## config.mk

```make
export PLATFORM = sky130hd
export DESIGN_NAME = pipe_stage_reg
export DESIGN_NICKNAME = d
export VERILOG_FILES = /design/src/rtl/pipe_pkg.sv /design/src/rtl/pipe_slot.sv /design/src/rtl/pipe_stage_reg.sv
export SDC_FILE = /design/constraint.sdc
export NUM_CORES = 1
export LEC_CHECK = 0
export ABC_AREA = 1
export BUFFER_PORTS_ARGS = -buffer_cell sky130_fd_sc_hd__buf_2
export CAP_MARGIN = 25
export CORE_UTILIZATION = 30
export CTS_CLUSTER_SIZE = 8
export DETAILED_ROUTE_END_ITERATION = 16
export SLEW_MARGIN = 40
export SYNTH_ARGS = -nofsm -noshare
export SYNTH_HDL_FRONTEND = slang
export SYNTH_SLANG_ARGS = --single-unit
```

## constraint.sdc

```tcl
create_clock -name clk -period 2.1 [get_ports clk]
set_input_delay 0.105 -clock clk [delete_from_list [all_inputs] [get_ports clk]]
set_output_delay 0.105 -clock clk [all_outputs]
set_load 0.02 [all_outputs]
```

## src/rtl/pipe_pkg.sv

```systemverilog
// Shared types for the pipeline stage register: occupancy state and its counter width.
package pipe_pkg;

  typedef enum logic [1:0] {
    EMPTY = 2'd0,
    FULL  = 2'd1,
    SKID  = 2'd2
  } state_e;

  localparam int OCC_W = 2;

endpackage

```

## src/rtl/pipe_slot.sv

```systemverilog
// One pipeline entry (valid, ctrl, data) with load and clear; updates one cycle after load.
// No flow control of its own: the owning stage decides when to load or clear.
module pipe_slot #(
  parameter int                 DATA_W   = 128,
  parameter int                 CTRL_W   = 12,
  parameter logic [CTRL_W-1:0]  NOP_CTRL = '0
) (
  input  logic              clk,
  input  logic              rst_n,
  input  logic              load_i,
  input  logic              clear_i,
  input  logic [CTRL_W-1:0] ctrl_i,
  input  logic [DATA_W-1:0] data_i,
  output logic              valid_o,
  output logic [CTRL_W-1:0] ctrl_o,
  output logic [DATA_W-1:0] data_o
);

  logic              valid_q, valid_d;
  logic [CTRL_W-1:0] ctrl_q,  ctrl_d;
  logic [DATA_W-1:0] data_q,  data_d;

  // Clear wins over load so a discarded entry never leaves side effects behind.
  always_comb begin
    valid_d = valid_q;
    ctrl_d  = ctrl_q;
    data_d  = data_q;
    if (clear_i) begin
      valid_d = 1'b0;
      ctrl_d  = NOP_CTRL;
      data_d  = '0;
    end else if (load_i) begin
      valid_d = 1'b1;
      ctrl_d  = ctrl_i;
      data_d  = data_i;
    end
  end

  always_ff @(posedge clk or negedge rst_n) begin
    if (!rst_n) begin
      valid_q <= 1'b0;
      ctrl_q  <= NOP_CTRL;
      data_q  <= '0;
    end else begin
      valid_q <= valid_d;
      ctrl_q  <= ctrl_d;
      data_q  <= data_d;
    end
  end

  assign valid_o = valid_q;
  assign ctrl_o  = ctrl_q;
  assign data_o  = data_q;

endmodule

```

## src/rtl/pipe_stage_reg.sv

```systemverilog
// Pipeline stage register with optional skid entry, flush/stall obedience; one-cycle latency.
// SKID_EN=1: ready from registered state only; SKID_EN=0: ready = !out_valid | out_ready.
module pipe_stage_reg
  import pipe_pkg::*;
#(
  parameter int                 DATA_W   = 128,
  parameter int                 CTRL_W   = 12,
  parameter logic [CTRL_W-1:0]  NOP_CTRL = '0,
  parameter bit                 SKID_EN  = 1'b1
) (
  input  logic              clk,
  input  logic              rst_n,
  input  logic              in_valid_i,
  output logic              in_ready_o,
  input  logic [CTRL_W-1:0] in_ctrl_i,
  input  logic [DATA_W-1:0] in_data_i,
  output logic              out_valid_o,
  input  logic              out_ready_i,
  output logic [CTRL_W-1:0] out_ctrl_o,
  output logic [DATA_W-1:0] out_data_o,
  input  logic              stall_i,
  input  logic              flush_i,
  output logic [OCC_W-1:0]  occupancy_o
);

  state_e state_q, state_d;
  logic   init_q, init_d;

  logic              accept, drain;
  logic              main_load, main_clear, main_from_skid;
  logic              skid_load, skid_clear;
  logic              main_valid, skid_valid;
  logic [CTRL_W-1:0] main_ctrl, skid_ctrl, main_ctrl_in;
  logic [DATA_W-1:0] main_data, skid_data, main_data_in;

  // Holds ready low while in reset and until the first edge after release.
  assign init_d = 1'b1;

  always_ff @(posedge clk or negedge rst_n) begin
    if (!rst_n) begin
      state_q <= EMPTY;
      init_q  <= 1'b0;
    end else begin
      state_q <= state_d;
      init_q  <= init_d;
    end
  end

  always_comb begin
    if (SKID_EN) in_ready_o = init_q & !stall_i & (state_q != SKID);
    else         in_ready_o = init_q & !stall_i & (!out_valid_o | out_ready_i);
  end

  assign accept = in_valid_i & in_ready_o & !stall_i & !flush_i;
  assign drain  = out_valid_o & out_ready_i & !stall_i & !flush_i;

  always_comb begin
    state_d        = state_q;
    main_load      = 1'b0;
    main_clear     = 1'b0;
    main_from_skid = 1'b0;
    skid_load      = 1'b0;
    skid_clear     = 1'b0;
    if (flush_i) begin
      state_d    = EMPTY;
      main_clear = 1'b1;
      skid_clear = 1'b1;
    end else begin
      unique case (state_q)
        EMPTY: begin
          if (accept) begin
            state_d   = FULL;
            main_load = 1'b1;
          end
        end
        FULL: begin
          if (accept && drain) begin
            main_load = 1'b1;
          end else if (drain) begin
            state_d    = EMPTY;
            main_clear = 1'b1;
          end else if (accept && SKID_EN) begin
            state_d   = SKID;
            skid_load = 1'b1;
          end
        end
        SKID: begin
          // Skid only ever feeds main, keeping the two entries in arrival order.
          if (drain) begin
            state_d        = FULL;
            main_load      = 1'b1;
            main_from_skid = 1'b1;
            skid_clear     = 1'b1;
          end
        end
        default: begin
          state_d    = EMPTY;
          main_clear = 1'b1;
          skid_clear = 1'b1;
        end
      endcase
    end
  end

  assign main_ctrl_in = main_from_skid ? skid_ctrl : in_ctrl_i;
  assign main_data_in = main_from_skid ? skid_data : in_data_i;

  pipe_slot #(
    .DATA_W   (DATA_W),
    .CTRL_W   (CTRL_W),
    .NOP_CTRL (NOP_CTRL)
  ) u_main (
    .clk     (clk),
    .rst_n   (rst_n),
    .load_i  (main_load),
    .clear_i (main_clear),
    .ctrl_i  (main_ctrl_in),
    .data_i  (main_data_in),
    .valid_o (main_valid),
    .ctrl_o  (main_ctrl),
    .data_o  (main_data)
  );

  generate
    if (SKID_EN) begin : g_skid
      pipe_slot #(
        .DATA_W   (DATA_W),
        .CTRL_W   (CTRL_W),
        .NOP_CTRL (NOP_CTRL)
      ) u_skid (
        .clk     (clk),
        .rst_n   (rst_n),
        .load_i  (skid_load),
        .clear_i (skid_clear),
        .ctrl_i  (in_ctrl_i),
        .data_i  (in_data_i),
        .valid_o (skid_valid),
        .ctrl_o  (skid_ctrl),
        .data_o  (skid_data)
      );
    end else begin : g_no_skid
      assign skid_valid = 1'b0;
      assign skid_ctrl  = NOP_CTRL;
      assign skid_data  = '0;
    end
  endgenerate

  assign out_valid_o = main_valid;
  assign out_ctrl_o  = main_valid ? main_ctrl : NOP_CTRL;
  assign out_data_o  = main_valid ? main_data : '0;

  always_comb begin
    unique case (state_q)
      FULL:    occupancy_o = OCC_W'(1);
      SKID:    occupancy_o = OCC_W'(2);
      default: occupancy_o = OCC_W'(0);
    endcase
  end

endmodule

```

==> flow_summary_export.csv, run 1 <==
group,metric,value,unit
drt,wl,45.4,mm
power,p_clk_share,43.7,%
worst_hold_path,worstHoldPathType,"in -> reg",
global_routing,first_global_vias,13600,
sta,tightest_slew,0.599,ns
global_routing,grt_max_degree,90,
sta,maxSlewViolCount,0,
floorplan,fp.dieW,218,um
cts,clock_path_buffers,3,
cts,clock_latency,0.55,ns
logic_synthesis,yosysSeqAreaShare,50.7,%
logic_synthesis,synth.avg_cell_area,7.48,um^2
cts,cts_sinks,284,
place,io_buffers,289,
worst_setup_path,critPathMaxFanout,55,
layout,nets,2402,
logic_synthesis,yosys_warnings,0,
power,switching_share,27.1,%
place,hpwl,27.0,mm
floorplan,initial_core_util,30.6,%
cts,htreeDepth,2,
worst_setup_path,crit_required,2.00,ns
power,p_switching,3.64,mW
cts,root_buffer,"clkbuf_16",
place,globalplace.congestion,0.823,
power,vdd_drop_max,0.481,mV
power,power_density,721,nW/um^2
power,p_int,9.82,mW
sta,tns,0,ns
sta,max_freq,504,MHz
cts,cts_tree,"yes",
logic_synthesis,synthesis.area,14000,um^2
floorplan,pin_count,290,
layout,area_growth,33.1,%
drt,vias_per_cell,4.80,
cts,cts_setup_buffers,0,
worst_setup_path,end_kind,"output pin",
layout,regArea,7110,um^2
layout,multi_input_area,5160,um^2
floorplan,rows,78,
sta,fin_crit_sh,94.5,%
sta,fin_crit,1.98,ns
sta,setup_viol,0,
drt,drc,0,
drt,avgRoutedWirePerCell,15.9,um
drt,ant_nets,0,
layout,final_cells,2861,
sta,final_hold_viol_count,0,
logic_synthesis,post_synth_num_cell_types,20,
place,dp.cells,2671,
run,timing.max_cap.violations,0,
global_routing,grt_pass1_wl,72.9,mm
layout,drive_gt1_share,17.5,%
worst_setup_path,worstSetupPathType,"reg -> out",
power,combPwrFrac,13.3,%
power,cellLeakagePower,10.6,nW
sta,slew-limit-headroom,60.1,%
drt,dr.first_iter.drc_count,1031,
power,p_seq_share,43.0,%
drt,vias,13700,
floorplan,placeableCoreArea,45800,um^2
logic_synthesis,synth_seq_cells,284,
global_routing,grt.total_usage,19.1,%
sta,rsz0062_at_grt,"false",
floorplan,die_y,218,um
cts,cts_buffers,41,
drt,dr.pass1.iters,5,
run_status,outcome,"complete, no violations",
sta,clock_skew,0.0253,ns
global_routing,grt_overflow,0,
logic_synthesis,synthCells,1875,
layout,n_fill_cell,4648,
floorplan,die_area,47600,um^2
logic_synthesis,syn-num-nets,2021,
worst_setup_path,start_kind,"flip-flop",
global_routing,antenna_found_initial,2,
worst_setup_path,cp_data_arrival_time,1.88,ns
cts,path_clk_slew,0.05,ns
Yosys cell counts:
cell type / number / area [um^2]
buf_2: 46 / 230
inv_1: 286 / 1070
buf_4: 35 / 263
conb_1: 1 / 3.75
nor2_2: 3 / 18.8
o21ai_1: 115 / 576
buf_1: 6 / 22.5
nor3_1: 2 / 10.0
dfrtp_1: 284 / 7110
nand3_1: 284 / 1420
nand3_2: 3 / 30.0
inv_2: 4 / 15.0
a21oi_2: 1 / 8.76
o21ai_0: 167 / 836
clkbuf_1: 52 / 195
a21oi_1: 2 / 10.0
nor2_4: 1 / 11.3
nand4_1: 1 / 6.26
nand2_1: 575 / 2160
nor2_1: 7 / 26.3
worst max-delay path: stages, from the launching register on:
cell,delay [ns]
dfrtp_4,0.44
clkbuf_8,0.41
nand2_1,0.10
inv_1,0.17
buf_2,0.20
power by group through the flow:
stage	clock, mW	combinational, mW	sequential (mW)
finish	5.88	1.79	5.79
CTS	6.07	1.81	5.78
detailed placement	0	1.59	5.87
global placement	0	1.57	5.87
global route	6.28	1.98	5.80
floorplan	0	0.862	5.83
placed cells by master (no fill, tap or decap):
cell / netlist / final
buf_2: 46 / 288
a21oi_1: 2 / 2
dfrtp_1: 284 / 283
inv_2: 4 / 4
conb_1: 1 / 1
nor2_2: 3 / 2
dfrtp_4: 0 / 1
clkbuf_1: 52 / 1
inv_1: 286 / 286
buf_6: 0 / 2
a21oi_4: 0 / 1
diode_2: 0 / 2
o21ai_1: 115 / 115
dlygate4sd3_1: 0 / 142
nand2_1: 575 / 573
nand3_4: 0 / 2
nand2_4: 0 / 2
nor3_1: 2 / 2
clkbuf_8: 0 / 3
clkbuf_16: 0 / 41
nand3_1: 284 / 284
buf_4: 35 / 24
buf_12: 0 / 19
nand4_1: 1 / 1
inv_6: 0 / 2
nor2_4: 1 / 2
buf_8: 0 / 1
nor2_1: 7 / 7
o21ai_0: 167 / 167
nand3_2: 3 / 1
per-layer routing:
metal	wire length [um]	part of all wire, %	global-route usage (%)
met4	895	2.0	5.92
met3	3030	6.7	2.95
met2	21100	47	31.4
met1	20300	45	25.8
met5	0	0	0
state kept, by name, indices dropped and copies added (netlist names):
signal,cells
g_skid.u_skid.ctrl_o,12
g_skid.u_skid.data_o,128
init_q,1
state_q,2
u_main.ctrl_o,12
u_main.data_o,128
u_main.valid_o,1
path summary, 6_finish.rpt:
path                       cells after the start                       end  slack [ns]         startpoint
setup / recovery                               4           out_data_o[126]        0.12     u_main.valid_o
hold / removal                                 5                state_q[1]        0.08         in_valid_i
setup reg to reg                               8  g_skid.u_skid.data_o[27]        0.17         state_q[0]
hold reg to reg                                2         u_main.data_o[58]        0.51  u_main.data_o[58]
max in group asynchronous                      3          u_main.ctrl_o[1]        1.28              rst_n
min in group asynchronous                      2  g_skid.u_skid.ctrl_o[10]        0.11              rst_n
cells by family (layout without fill, tap and decap cells):
logic type,count (synthesis),after routing,synth area share (%)
flops,284,284,50.7
compound gates,285,285,10.2
other cells,1,3,0.0267
simple gates,876,876,26.3
buf+inv,429,813,12.8
layout make-up:
cell class | count | area share (%)
tap | 600 | 4.02
multi-input combinational | 1162 | 27.6
clock inverter | 2 | 0.0939
timing repair buffer | 477 | 18.6
sequential | 284 | 38.1
clock buffer | 44 | 5.67
antenna | 2 | 0.0268
inverter | 290 | 5.83
repair_timing:
item                                   CTS  global route
setup endpoints to repair               60             8
endpoints found under the hold margin  362             0
hold buffers                           142             0
gates resized for setup                  3             3
stage by stage:
stage | power [mW] | hold slack [ns] | cell area (um^2) | worst slack, ns | util [%]
finish | 13.5 | 0.0802 | 18700 | 0.116 | 40.8
global route | 14.1 | 0.0907 | 18700 | 0.0166 | 40.8
CTS | 13.7 | 0.0479 | 18600 | 0.0498 | 40.7
detailed placement | 7.46 | 0.113 | 16100 | 0.140 | 35.3
global placement | 7.43 | 0.130 | 16100 | 0.194 | 35.3
floorplan | 6.70 | -0.191 | 14000 | 0.359 | -
Power figures use the tool's default switching activity.
==> inputs of run 2 (changes only) <==
Settings changed: REMOVE_ABC_BUFFERS set to 1, SETUP_SLACK_MARGIN set to 0.4.
==> flow_summary_export.csv, run 2 (same netlist as run 1, synthesis figures left out) <==
group,metric,value,unit
layout,nets,2536,
drt,drc,0,
global_routing,antenna_found_initial,2,
cts,root_buffer,"clkbuf_16",
sta,final_hold_viol_count,0,
layout,drive_gt1_share,37.5,%
worst_setup_path,cp-endpoint,"out_data_o[107]",
floorplan,die_area,47600,um^2
place,io_buffers,289,
worst_setup_path,critical_path.top_delay_family,"buffers and inverters",
place,globalplace.congestion,0.783,
worst_setup_path,max_stage_delay,0.49,ns
power,power_density,652,nW/um^2
layout,n_fill_cell,3959,
sta,max_freq,521,MHz
place,preCtsSetupSlack,0.193,ns
worst_setup_path,cp.depth,6,
cts,clock_path_buffers,3,
sta,clock_skew,0.0143,ns
power,vdd_drop_max,0.509,mV
sta,maxSlewViolCount,0,
run_status,outcome,"complete, no violations",
worst_setup_path,cp_data_arrival_time,1.81,ns
worst_setup_path,r2r_slack,0.19,ns
cts,cts_sinks,284,
layout,area_growth,71.3,%
worst_setup_path,reg2reg_from,"u_main.valid_o",
drt,wl,72.0,mm
floorplan,pin_count,290,
drt,dr.first_iter.drc_count,1432,
worst_setup_path,crit_path_top_delay_cell,"dfrtp_4",
global_routing,grt_max_degree,129,
cts,cts_tree,"yes",
sta,setup_ws,0.182,ns
global_routing,grt.total_usage,23.3,%
worst_setup_path,reg2reg_depth,9,
worst_setup_path,critPathMaxFanout,8,
sta,slew-limit-headroom,65.7,%
drt,avgRoutedWirePerCell,24.1,um
cts,path_clk_slew,0.05,ns
cts,clock_latency,0.55,ns
sta,hold_ws,0.0885,ns
drt,vias,15400,
sta,fin_crit_sh,91.3,%
drt,ant_nets,0,
global_routing,grt_pass1_wl,84.6,mm
worst_setup_path,crit_start,"u_main.valid_o",
worst_setup_path,cp_num_buf_inv,5,
cts,cts_buffers,41,
worst_setup_path,cpMostUsedCell,"buf_16",
worst_setup_path,end_kind,"output pin",
worst_hold_path,worstHoldPathType,"in -> async",
floorplan,fp.dieW,218,um
floorplan,initial_core_util,30.6,%
layout,final_common_cell,"nand2_1",
worst_setup_path,crit_required,2.00,ns
worst_setup_path,timing.rr.end,"g_skid.u_skid.data_o[7]",
global_routing,first_global_vias,14500,
worst_setup_path,worstSetupPathType,"reg -> out",
floorplan,placeableCoreArea,45800,um^2
place,hpwl,25.2,mm
sta,fin_crit,1.92,ns
layout,final_cell_mix,"425 x nand2_1, 281 x dfrtp_1, 223 x nand3_1",
run,timing.max_cap.violations,0,
power,cellLeakagePower,13.6,nW
sta,rsz0062_at_grt,"true",
sta,setup_viol,0,
worst_setup_path,cp_cell_sequence,"buf_12 -> buf_16 -> buf_16 -> nand2_2 -> inv_2 -> buf_6",
sta,tightest_slew,0.514,ns
floorplan,die_y,218,um
global_routing,grt_overflow,0,
cts,htreeDepth,2,
worst_setup_path,start_kind,"flip-flop",
drt,dr.pass1.iters,6,
floorplan,rows,78,
drt,vias_per_cell,5.16,
-- run 2: cell count changes in the layout (fill, tap and decap cells not counted), moves of 107 or more --
cell	delta
buf_2	-129
inv_2	+107
nand2_1	-148
nand2_4	+114
inv_1	-113
buf_6	+140
-- run 2: worst min-delay path by stage --
stage	slack (ns)	depth (start not counted)	startpoint	end
6_report	0.09	2	rst_n	g_skid.u_skid.ctrl_o[0]
3_3_place_gp	0.07	1	rst_n	g_skid.u_skid.ctrl_o[0]
2_1_floorplan	-0.19	0	rst_n	g_skid.u_skid.ctrl_o[0]
4_1_cts	0.07	5	in_valid_i	state_q[1]
3_5_place_dp	0.08	1	rst_n	g_skid.u_skid.ctrl_o[0]
5_1_grt	0.1	5	in_valid_i	state_q[1]
-- run 2: repair_timing --
item,in CTS,in global routing
gates resized for setup,439,487
setup endpoints to repair,414,423
pin swaps,28,88
cloned,30,69
buffers inserted,15,31
endpoints found under the hold margin,566,0
hold buffers,142,0
-- run 2: layout make-up --
cell class,instances,area (um^2),share of cell area [%]
repair buffers,611,7350,30.6
inverters,290,1100,4.60
flip-flops and latches,284,7110,29.6
multi-input cells,1162,6630,27.6
well taps,600,751,3.13
diodes,2,5.00,0.0208
clock buffers,44,1060,4.40
-- run 2: metrics by stage --
| stage | std cells | TNS, ns | utilization, % | power (mW) | instance area [um^2] |
|---|---|---|---|---|---|
| floorplan | 1736 | -2197.63 | - | 6.57 | 13300 |
| global placement | 2660 | 0 | 35.2 | 7.45 | 16100 |
| detailed placement | 2660 | 0 | 35.2 | 7.47 | 16100 |
| CTS | 2891 | 0 | 45.4 | 14.2 | 20800 |
| global route | 2992 | 0 | 52.5 | 16.1 | 24000 |
| finish | 2993 | 0 | 52.5 | 15.6 | 24000 |
-- run 2: where the power goes --
| part | switching (mW) | internal (mW) |
|---|---|---|
| Combinational | 2.13 | 1.71 |
| Clock | 2.46 | 3.49 |
| Sequential | 0.166 | 5.68 |
-- run 2: per-layer routing --
layer  global-route usage, %  wire [um]  vias up
met3                    5.58       6050      173
met4                    9.53       2890        2
met1                    30.0      28800     7533
met5                       0         13        -
met2                    37.5      34200      825
li1                        -          -     6913
-- run 2: worst register-to-register path: cells and delay by family, from the launching register on --
kind | cells | cell delay (ns)
buffers and inverters | 3 | 0.56
flip-flops | 1 | 0.49
AO/OA/AOI/OAI | 2 | 0.31
AND/OR/NAND/NOR | 4 | 0.43
